<file path="src/rtl/cpu_pkg.sv">
// Shared CPU front-end definitions: datapath width, reset vector and the
// 2-bit saturating branch-counter encodings with their update helpers.
package cpu_pkg;

    localparam int unsigned XLEN      = 32;
    localparam logic [31:0] RESET_VEC = 32'h0040_0000;

    localparam logic [1:0] SNT = 2'd0;
    localparam logic [1:0] WNT = 2'd1;
    localparam logic [1:0] WT  = 2'd2;
    localparam logic [1:0] ST  = 2'd3;

    function automatic logic [1:0] sat_inc(input logic [1:0] ctr);
        return (ctr == ST) ? ST : ctr + 2'd1;
    endfunction

    function automatic logic [1:0] sat_dec(input logic [1:0] ctr);
        return (ctr == SNT) ? SNT : ctr - 2'd1;
    endfunction

endpackage

</file>
<file path="src/rtl/btb_dm.sv">
// Direct-mapped branch target buffer: combinational lookup on the fetch PC,
// registered update from resolved branches.
module btb_dm #(
    parameter int unsigned XLEN        = 32,
    parameter int unsigned BTB_ENTRIES = 8
) (
    input  logic            clk,
    input  logic            rst,
    input  logic            en,
    input  logic [XLEN-1:0] lookup_pc,
    input  logic            upd_vld,
    input  logic [XLEN-1:0] upd_pc,
    input  logic            upd_taken,
    input  logic [XLEN-1:0] upd_target,
    output logic            pred_taken,
    output logic [XLEN-1:0] pred_target
);
    import cpu_pkg::*;

    localparam int unsigned IDX_W = $clog2(BTB_ENTRIES);
    localparam int unsigned TAG_W = XLEN - IDX_W - 2;

    logic [BTB_ENTRIES-1:0]            valid_q;
    logic [BTB_ENTRIES-1:0][TAG_W-1:0] tag_q;
    logic [BTB_ENTRIES-1:0][XLEN-1:0]  tgt_q;
    logic [BTB_ENTRIES-1:0][1:0]       ctr_q;

    logic [IDX_W-1:0] lk_idx, up_idx;
    logic [TAG_W-1:0] lk_tag, up_tag;
    logic             lk_hit, up_hit;

    // Byte-offset bits never participate in indexing or tagging.
    logic unused_lsbs;
    assign unused_lsbs = ^{lookup_pc[1:0], upd_pc[1:0]};

    assign lk_idx = lookup_pc[IDX_W+1:2];
    assign lk_tag = lookup_pc[XLEN-1:IDX_W+2];
    assign up_idx = upd_pc[IDX_W+1:2];
    assign up_tag = upd_pc[XLEN-1:IDX_W+2];

    always_comb begin
        lk_hit      = valid_q[lk_idx] && (tag_q[lk_idx] == lk_tag);
        up_hit      = valid_q[up_idx] && (tag_q[up_idx] == up_tag);
        pred_taken  = lk_hit && ctr_q[lk_idx][1];
        pred_target = pred_taken ? tgt_q[lk_idx] : '0;
    end

    // Lookup reads the registered arrays, so a same-cycle write is seen next cycle.
    always_ff @(posedge clk or posedge rst) begin
        if (rst) begin
            valid_q <= '0;
            tag_q   <= '0;
            tgt_q   <= '0;
            ctr_q   <= '0;
        end else if (en && upd_vld) begin
            if (up_hit) begin
                if (upd_taken) begin
                    ctr_q[up_idx] <= sat_inc(ctr_q[up_idx]);
                    tgt_q[up_idx] <= upd_target;
                end else begin
                    ctr_q[up_idx] <= sat_dec(ctr_q[up_idx]);
                end
            end else if (upd_taken) begin
                valid_q[up_idx] <= 1'b1;
                tag_q[up_idx]   <= up_tag;
                tgt_q[up_idx]   <= upd_target;
                ctr_q[up_idx]   <= WT;
            end
        end
    end

endmodule

</file>
<file path="src/rtl/pc_gen_bp.sv">
// Fetch PC generator: PC register and next-PC priority mux, with predictions
// supplied by a direct-mapped BTB indexed by the current fetch PC.
module pc_gen_bp #(
    parameter int unsigned       XLEN        = cpu_pkg::XLEN,
    parameter logic [XLEN-1:0]   RESET_VEC   = cpu_pkg::RESET_VEC,
    parameter int unsigned       STEP        = 4,
    parameter int unsigned       BTB_ENTRIES = 8
) (
    input  logic            clk,
    input  logic            rst,
    input  logic            en,
    input  logic            stall,
    input  logic            redirect_vld,
    input  logic [XLEN-1:0] redirect_pc,
    input  logic            upd_vld,
    input  logic [XLEN-1:0] upd_pc,
    input  logic            upd_taken,
    input  logic [XLEN-1:0] upd_target,
    output logic [XLEN-1:0] pc_out,
    output logic            pred_taken,
    output logic [XLEN-1:0] pred_target
);

    logic [XLEN-1:0] pc_q, pc_d;

    assign pc_out = pc_q;

    btb_dm #(
        .XLEN        (XLEN),
        .BTB_ENTRIES (BTB_ENTRIES)
    ) u_btb (
        .clk         (clk),
        .rst         (rst),
        .en          (en),
        .lookup_pc   (pc_q),
        .upd_vld     (upd_vld),
        .upd_pc      (upd_pc),
        .upd_taken   (upd_taken),
        .upd_target  (upd_target),
        .pred_taken  (pred_taken),
        .pred_target (pred_target)
    );

    // Redirect beats stall: a mispredict must flush even a held fetch.
    always_comb begin
        pc_d = pc_q;
        if (!en) begin
            pc_d = pc_q;
        end else if (redirect_vld) begin
            pc_d = redirect_pc;
        end else if (stall) begin
            pc_d = pc_q;
        end else if (pred_taken) begin
            pc_d = pred_target;
        end else begin
            pc_d = pc_q + XLEN'(STEP);
        end
    end

    always_ff @(posedge clk or posedge rst) begin
        if (rst) begin
            pc_q <= RESET_VEC;
        end else begin
            pc_q <= pc_d;
        end
    end

endmodule

</file>
<file path="config.mk">
export PLATFORM = sky130hd
export DESIGN_NAME = pc_gen_bp
export DESIGN_NICKNAME = d
export VERILOG_FILES = /design/src/rtl/cpu_pkg.sv /design/src/rtl/btb_dm.sv /design/src/rtl/pc_gen_bp.sv
export SDC_FILE = /design/constraint.sdc
export NUM_CORES = 1
export LEC_CHECK = 0
export BUFFER_PORTS_ARGS = -buffer_cell sky130_fd_sc_hd__clkbuf_2
export CORE_AREA = 2 2 226 250
export CTS_CLUSTER_DIAMETER = 60
export CTS_CLUSTER_SIZE = 12
export DETAILED_ROUTE_END_ITERATION = 10
export DIE_AREA = 0 0 228 252
export PLACE_DENSITY = 0.7
export SLEW_MARGIN = 20
export SYNTH_ARGS = -nofsm -noshare
export SYNTH_HDL_FRONTEND = slang
export SYNTH_SLANG_ARGS = --single-unit
</file>
<file path="constraint.sdc">
create_clock -name clk -period 15.6 [get_ports clk]
set_input_delay 0 -clock clk [delete_from_list [all_inputs] [get_ports clk]]
set_output_delay 0 -clock clk [all_outputs]
set_load 0.02 [all_outputs]
</file>
## Yosys cells after proc, flatten, opt, wreduce, memory -nomap -nowiden

Cells that the tools add are included.

- Register bits: 528
- Bits of input ports: 103
- Word-level logic and storage cells: 87
- Output and inout port bits: 65

- Equal/unequal tests: 4
- Muxes and demuxes: 35
- Reductions and logical operators: 11
- Bitwise operators: 5
- Add/sub/neg operators: 3
- $lt $le $gt $ge: 3

Operators with widths:

| cell | number |
|---|---|
| bitwise mux 256 bit | 1 |
| bitwise mux 216 bit | 1 |
| 2-to-1 mux 32 bit | 6 |
| binary-select mux 27 bit (select 3 bit) | 2 |
| binary-select mux 32 bit (select 3 bit) | 1 |
| demux 32 bit (select 3 bit) | 1 |
| demux 27 bit (select 3 bit) | 1 |
| 2-to-1 mux 27 bit | 3 |
| equality test 27 bit | 2 |
| 2-to-1 mux 16 bit | 3 |
| adder 32 x 3 -> 32 bit, second input constant | 1 |
| bitwise mux 16 bit | 2 |
| OR 8 bit | 2 |
| binary-select mux 2 bit (select 3 bit) | 2 |
| 2-to-1 mux 2 bit | 5 |
| AND 8 bit | 1 |
| less-than comparator 3 x 4 -> 1 bit, second input constant | 2 |
| inverter 8 bit | 1 |
| binary-select mux 1 bit (select 3 bit) | 2 |
| demux 2 bit (select 3 bit) | 1 |
| AND reduction 2 bit | 3 |
| logical AND 1 bit | 5 |
| demux 1 bit (select 3 bit) | 1 |
| greater-or-equal comparator 3 x 1 -> 1 bit, second input constant | 1 |
| 9 further kinds | 11 |

## Depth between registers and ports, before layout

Gate-level depths: netlist of the first run.

- Depth after elaboration: 9
- Gate-level depth with buffers: 15
- Mapped depth without buffers: 8

## Cells and area by module

A second synthesis of the first run with hierarchy kept.

- Cell total of the unflattened synthesis: 1,942
- Area total of the unflattened synthesis: 27,948.1 µm²

By module, submodules not included:

| module | cells each | times used | sequential area each (µm²) | area an instance (µm²) |
|---|---|---|---|---|
| btb_dm | 1,640 | 1 | 12,411.9 | 25,386.8 |
| pc_gen_bp | 302 | 1 | 802.0 | 2,561.2 |

## Worst setup path after synthesis of the first run

Ideal clock, no wire load.

- Path type: flip-flop to output port
- From: register pc_q[2] (netlist: pc_out[2])
- To: output pred_target[10]
- Arrival time: 3,386 ps
- Stages on the path, launching flop included: 15
- Setup slack: 12,214 ps
- Buffers on the path: 7
- Data required time: 15,600 ps
- Cell sequence: dfrtp_1 > buf_6 > buf_2 > clkbuf_1 > mux4_2 > mux2i_1 > xnor2_1 > nor4_1 > nand3_1 > or4_1 > clkbuf_1 > buf_6 > buf_6 > clkbuf_1 > nor2_1

- Word-level cells in the longest chain between the ends: 6
- Elaborated cells on any way between the ends: 12
- Classes of those cells: eq/ne (1); mux (9); reduce/logical (2)

RTL lines:

| element | line | text |
|---|---|---|
| start: declaration | pc_gen_bp.sv:24 | `logic [XLEN-1:0] pc_q, pc_d;` |
| start signal: assignment | pc_gen_bp.sv:64 | `pc_q <= pc_d;` |
| binary-select mux 27 bit (select 3 bit) | btb_dm.sv:42 | `lk_hit = valid_q[lk_idx] && (tag_q[lk_idx] == lk_tag);` |
| 2-to-1 mux 27 bit (not written as such) | btb_dm.sv:42 |  |
| equality test 27 bit | btb_dm.sv:42 |  |
| logical AND 1 bit | btb_dm.sv:42 |  |
| logical AND 1 bit | btb_dm.sv:44 | `pred_taken = lk_hit && ctr_q[lk_idx][1];` |
| 2-to-1 mux 32 bit (*) | btb_dm.sv:45 | `pred_target = pred_taken ? tgt_q[lk_idx] : '0;` |
| end: declaration | pc_gen_bp.sv:21 | `output logic [XLEN-1:0] pred_target` |

Every way passes the cells marked *; elsewhere a longest branch is shown, timed or not. The select of a mux whose other input is x is not followed.

## Final worst setup path of the first run

- From: register pc_q[2] (netlist: pc_out[2])
- To: output pred_target[9]

The elaborated chain is that of the path after synthesis.

==> out/summary.txt, run 1 <==
dominant cell type by area after synthesis - dfrtp_1
nature of the critical path endpoint - primary output
async set or reset register ratio after synthesis - 1.00
Initial Utilization - 0.498
Tcrit/Tclk final - 0.371
CTS tree - built
accumulated negative setup slack - 0 ns
remaining routing DRC violations - 0
width of the die - 228 µm
register area - 13200 µm²
total of endpoints with negative setup slack in the final report - 0
slew at the pin closest to its max-slew limit - 1.08 ns
count of port buffers added during placement - 165
Iter 0 DRT Violations - 1461
weighted congestion reported at the end of routability-driven placement - 0.839
Max-Slew Margin vs Limit - 0.277
shortest period the worst path allows - 5.79 ns
all-layer global routing usage - 0.265
post-layout util - 0.569
Resized cells post-CTS - 0
clock latency on the worst-skew pair - 0.62 ns
TritonCTS buffer count - 53
layout-stage area growth over the synthesis result - 14.2%
combinational family with the most area after synthesis - multiplexers
depth of the worst register-to-register path - 10
launching element type of the critical path - flip-flop
synthesis-stage register bit count - 528
area share of xor/xnor cells in the synthesized design - 0.0251
via-per-instance ratio - 6.27
outcome - completed
clock slew at reported path FFs - 0.06 ns
Hold/Removal Path Class - input pin to async pin
post-detailed-placement cell area - 28500 µm²
Power Dens Cells - 129 nW/µm²
vias post-DR - 18100
worst supply voltage drop on vdd - 93.7 µV
hold buffers post-CTS - 100
Worst Path Required - 15.60 ns
crit-path max FO - 66
maximum number of pins on one net before global-route repair - 197
Warnings, synthesis - 0
Core ar. - 54700 µm²
number of antenna violations at the first check in global routing - 2
LEAKAGE - 13.9 nW
Cell Chain, Critical Path - buf_4 > mux4_2 > mux2i_1 > xnor2_1 > nor4_1 > nand4_1 > or4_4 > nor2_1 > clkbuf_2
number of fillers in the final layout - 4374
overall overflow remaining after global route - 0
basic-gate share of the synthesized area counting and, or, nand and nor cells - 0.0407
slowest cell on the critical path - dfrtp_4
share of the synthesized area in the top cell type - 0.484
Max Fclk - 0.173 GHz
crit path kind - flip-flop to primary output
net count after synthesis - 2027
Net count, final - 2224
clock sinks - 528
sequential-to-total area share from yosys stat - 0.485
total count of hold-check failures in the final report - 0
most frequent cell after synthesis - dfrtp_1
Synth Instances - 1923
Final Skew - 0.0327 ns
maximum single-stage delay on the critical path - 0.96 ns
number of H-tree levels - 2
Worst Path Buf+Inv - 2
Compound-Gate Fraction of Synth Area - 0.0475
reg-to-reg slack, setup - 9.92 ns
unrepaired setup endpoints after global routing - no
cells taking the most area after synthesis - dfrtp_1, mux2_2, mux4_2, mux2i_1, xor2_1
cell type group with the largest total delay on the critical path - simple AND/OR/NAND/NOR gates
mean area per synthesized cell - 14.2 µm²
wire length per cell after detailed routing - 26.3 µm
Cell Rows - 90
Post-synth EDFFs - 0
share of cells above drive strength 1 - 0.433
footprint of the multi-input gates - 13200 µm²
post-DP HPWL - 47000 µm
top cells by instance count after synthesis - dfrtp_1, mux2_2, mux4_2, mux2i_1, clkbuf_1
Post-CTS Setup Repair Bufs - 0
Distinct cells, synth - 61
Crit Reg-Reg Endpoint - pc_out[0]$_DFFE_PP0P_
First-pass DRT Iterations - 5
I/O pin total - 168
combined area of all synthesized cells - 27300 µm²
vias in the first global route - 19000
max-capacitance violation count - 0
final cell area excluding filler cells - 31100 µm²
Pins Over Slew Limit - 0
overall die area - 57500 µm²
number of nets with antenna violations after detailed routing - 0
flip-flop cell with the highest count after synthesis - dfrtp_1
Post-Synth Adder-Cell Area - 0.00119
sum of routed wire length over all layers - 75800 µm
library cell used as clock root buffer - clkbuf_16
first-pass GRT wire length - 117000 µm
launching point of the worst reg2reg path - pc_out[2]$_DFFE_PP0P_
Die H - 252 µm
multiplexer share of the synthesized area - 0.368
buffer depth of the longest clock path - 3
data arrival time of the critical path - 5.79 ns
-- layout make-up --
cell class | instances | share of cell area
multi-input combinational | 1216 | 0.424
clock inverter | 11 | 0.00386
sequential | 528 | 0.425
inverter | 20 | 0.00265
timing repair buffer | 301 | 0.0686
clock buffer | 71 | 0.0461
tap | 736 | 0.0296
antenna | 2 | 0.000161
-- flip-flops by register name, summed over array words and instances (netlist names) --
name	flops
pc_out	32
u_btb.valid_q	8
u_btb.tgt_q	256
u_btb.tag_q	216
u_btb.ctr_q	16
-- how the worst max path moves through the flow --
stage | cells past startpoint | end | startpoint
after floorplan | 1 | pc_out[0]$_DFFE_PP0P_ | rst
after global placement | 9 | pc_out[2]$_DFFE_PP0P_ | pc_out[2]$_DFFE_PP0P_
after detailed placement | 9 | pc_out[2]$_DFFE_PP0P_ | pc_out[2]$_DFFE_PP0P_
after CTS | 9 | pred_target[9] | pc_out[2]$_DFFE_PP0P_
after global routing | 9 | pred_target[9] | pc_out[2]$_DFFE_PP0P_
final | 9 | pred_target[9] | pc_out[2]$_DFFE_PP0P_
-- stage by stage --
step | worst slack, ns | instances | total power, W | hold WS, ns
2_1_floorplan | 0.848 | 1923 | 0.00252 | 0.132
3_3_place_gp | 10.32 | 2700 | 0.00276 | 0.240
3_5_place_dp | 10.27 | 2700 | 0.00282 | 0.248
4_1_cts | 9.80 | 2882 | 0.00404 | 0.000312
5_1_grt | 9.61 | 2884 | 0.00420 | 0.0411
6_report | 9.81 | 2885 | 0.00402 | 0.0490
-- layer usage --
layer / global-route usage / vias to the layer above / part of all wire
met5: 0 / - / 0.00015
met1: 0.348 / 9613 / 0.41
li1: - / 7653 / -
met3: 0.0459 / 169 / 0.060
met4: 0.0982 / 2 / 0.036
met2: 0.445 / 641 / 0.49
-- cell usage in the layout, fill, tap and decap left out, types with 19 or more instances in the layout --
master and count:
a21oi_1 19, a221o_1 29, and3_1 39, buf_4 36, clkbuf_16 54, clkbuf_2 163, dfrtp_1 524, dlygate4sd3_1 100
mux2_2 492, mux2i_1 122, mux4_2 140, nand2_1 44, nor2_1 45, xnor2_1 37, xor2_1 41
-- logic make-up (layout without fill, tap and decap cells) --
group                    after synthesis  in the layout
AO/OA/AOI/OAI                        155            155
XOR/XNOR                              78             78
adder cells (fa/ha/maj)                3              3
buffers and inverters                179            403
other                                  0              2
AND/OR/NAND/NOR                      217            217
multiplexers                         763            763
flip-flops                           528            528
-- worst reg2reg max path: cells and delay by family, from the launching register on --
family | cells | cell delay [ns]
XOR/XNOR | 1 | 0.14
flip-flops | 1 | 0.96
AO/OA/AOI/OAI | 1 | 0.11
buffers and inverters | 2 | 1.43
multiplexers | 3 | 1.59
AND/OR/NAND/NOR | 3 | 1.34
-- report_power, final --
| group | internal [W] | total [W] | switching (W) |
|---|---|---|---|
| logic | 0.000535 | 0.000982 | 0.000447 |
| registers | 0.00163 | 0.00184 | 0.000215 |
| clock network | 0.000658 | 0.00120 | 0.000539 |
| total | 0.00282 | 0.00402 | 0.00120 |
No activity file was read; power rests on OpenSTA's default activity.
==> inputs of run 2 (changes only) <==
- clock period: 15.6 -> 5.2 ns (I/O delays scaled with it)
==> out/summary.txt, run 2 (same netlist as run 1, synthesis figures left out) <==
buffer depth of the longest clock path - 3
Final Skew - 0.0310 ns
total of endpoints with negative setup slack in the final report - 0
outcome - completed
clock slew at reported path FFs - 0.06 ns
Pins Over Slew Limit - 0
wire length per cell after detailed routing - 26.2 µm
clock power share - 0.300
number of fillers in the final layout - 4395
sum of routed wire length over all layers - 75900 µm
accumulated negative setup slack - 0 ns
I/O pin total - 168
number of non-filler instances in the completed layout - 2898
Die H - 252 µm
power dissipated by switching net loads - 0.00362 W
shortest period the worst path allows - 4.80 ns
Sw Ratio - 0.299
most common cell after layout, fill and taps aside - dfrtp_1
Hold/Removal Path Class - input pin to flip-flop
share of cells above drive strength 1 - 0.437
launching element type of the critical path - flip-flop
layout-stage area growth over the synthesis result - 15.1%
First-pass DRT Iterations - 5
Post-CTS Setup Repair Bufs - 0
overall overflow remaining after global route - 0
vias post-DR - 18100
slew at the pin closest to its max-slew limit - 1.01 ns
max-capacitance violation count - 0
first-pass GRT wire length - 118000 µm
Iter 0 DRT Violations - 1570
library cell used as clock root buffer - clkbuf_16
worst supply voltage drop on vdd - 329 µV
Net count, final - 2241
cell internal power dissipation - 0.00849 W
crit-path max FO - 53
number of nets with antenna violations after detailed routing - 0
number of H-tree levels - 2
LEAKAGE - 14.0 nW
hold buffers post-CTS - 100
via-per-instance ratio - 6.23
Max-Slew Margin vs Limit - 0.324
remaining routing DRC violations - 0
Max Fclk - 0.208 GHz
data arrival time of the critical path - 5.30 ns
Power Dens Cells - 386 nW/µm²
combinational share of power - 0.241
clock sinks - 528
Sequential Power Share - 0.459
Cell Rows - 90
all-layer global routing usage - 0.267
crit path kind - flip-flop to flip-flop
post-DP HPWL - 47600 µm
Tcrit/Tclk final - 0.923
width of the die - 228 µm
overall die area - 57500 µm²
vias in the first global route - 19500
clock latency on the worst-skew pair - 0.62 ns
Most flops, register - u_btb.tgt_q
total count of hold-check failures in the final report - 0
weighted congestion reported at the end of routability-driven placement - 0.906
max reg flops - 256
highest-count cells in the layout ignoring fill and taps - dfrtp_1, mux2_2, clkbuf_2
reg-to-reg slack, setup - 0.40 ns
unrepaired setup endpoints after global routing - no
Resized cells post-CTS - 0
number of cells after detailed placement - 2718
count of port buffers added during placement - 165
Worst Path Required - 5.70 ns
Initial Utilization - 0.498
TritonCTS buffer count - 52
number of antenna violations at the first check in global routing - 3
nature of the critical path endpoint - flip-flop
Core ar. - 54700 µm²
CTS tree - built
maximum number of pins on one net before global-route repair - 202
-- run 2: layout make-up --
cell class | instances | area, µm² | area share
Sequential cell | 528 | 13200 | 0.422
Multi-Input combinational cell | 1216 | 13200 | 0.421
Timing Repair Buffer | 319 | 2390 | 0.0763
Clock buffer | 69 | 1410 | 0.0448
Tap cell | 736 | 921 | 0.0294
Clock inverter | 9 | 140 | 0.00447
Inverter | 20 | 78.8 | 0.00251
Antenna cell | 1 | 2.50 | 0.0000798
-- run 2: path summary, 6_finish.rpt --
path	start	to	cells after the start
min in group asynchronous	rst	u_btb.tag_q[202]$_DFFE_PP0P_	3
hold reg to reg	u_btb.ctr_q[14]$_DFFE_PP0P_	u_btb.ctr_q[14]$_DFFE_PP0P_	1
setup reg to reg	pc_out[2]$_DFFE_PP0P_	pc_out[0]$_DFFE_PP0P_	11
hold / removal	upd_vld	u_btb.ctr_q[12]$_DFFE_PP0P_	4
setup / recovery	pc_out[2]$_DFFE_PP0P_	pc_out[0]$_DFFE_PP0P_	11
max in group asynchronous	rst	u_btb.tgt_q[216]$_DFFE_PP0P_	5
-- run 2: worst max-delay path: stages (launching register included) --
cell and delay [ns]:
dfrtp_4 0.88, buf_4 0.34, mux4_2 0.52, mux2i_1 0.39
xnor2_1 0.11, nor4_1 0.29, nand3_1 0.11, or4_4 0.80
buf_4 0.35, mux2i_1 0.18, a21oi_1 0.09, dlygate4sd3_1 0.58
-- run 2: power by group through the flow --
| stage | registers (W) | logic [W] | clock network, W |
|---|---|---|---|
| 3_5_place_dp | 0.00561 | 0.00285 | 0 |
| 4_1_cts | 0.00554 | 0.00293 | 0.00368 |
| 3_3_place_gp | 0.00554 | 0.00277 | 0 |
| 2_1_floorplan | 0.00534 | 0.00221 | 0 |
| 6_report | 0.00556 | 0.00292 | 0.00363 |
| 5_1_grt | 0.00565 | 0.00313 | 0.00386 |
-- run 2: per-stage QoR --
step,power [W],util,cell area (µm²),setup WS (ns),hold WS [ns]
2_1_floorplan,0.00756,-,27300,-1.98,0.132
3_3_place_gp,0.00831,0.526,28800,0.922,0.180
3_5_place_dp,0.00846,0.526,28800,0.934,0.191
4_1_cts,0.0121,0.573,31300,0.401,0.0230
5_1_grt,0.0126,0.573,31400,0.211,0.0632
6_report,0.0121,0.573,31400,0.400,0.0661
-- run 2: routing by layer --
metal / track usage / vias to the layer above / share of wire
li1: - / 7652 / -
met1: 0.357 / 9594 / 0.42
met2: 0.441 / 659 / 0.49
met3: 0.0436 / 162 / 0.062
met4: 0.0997 / 2 / 0.034
met5: 0 / - / 0.00014
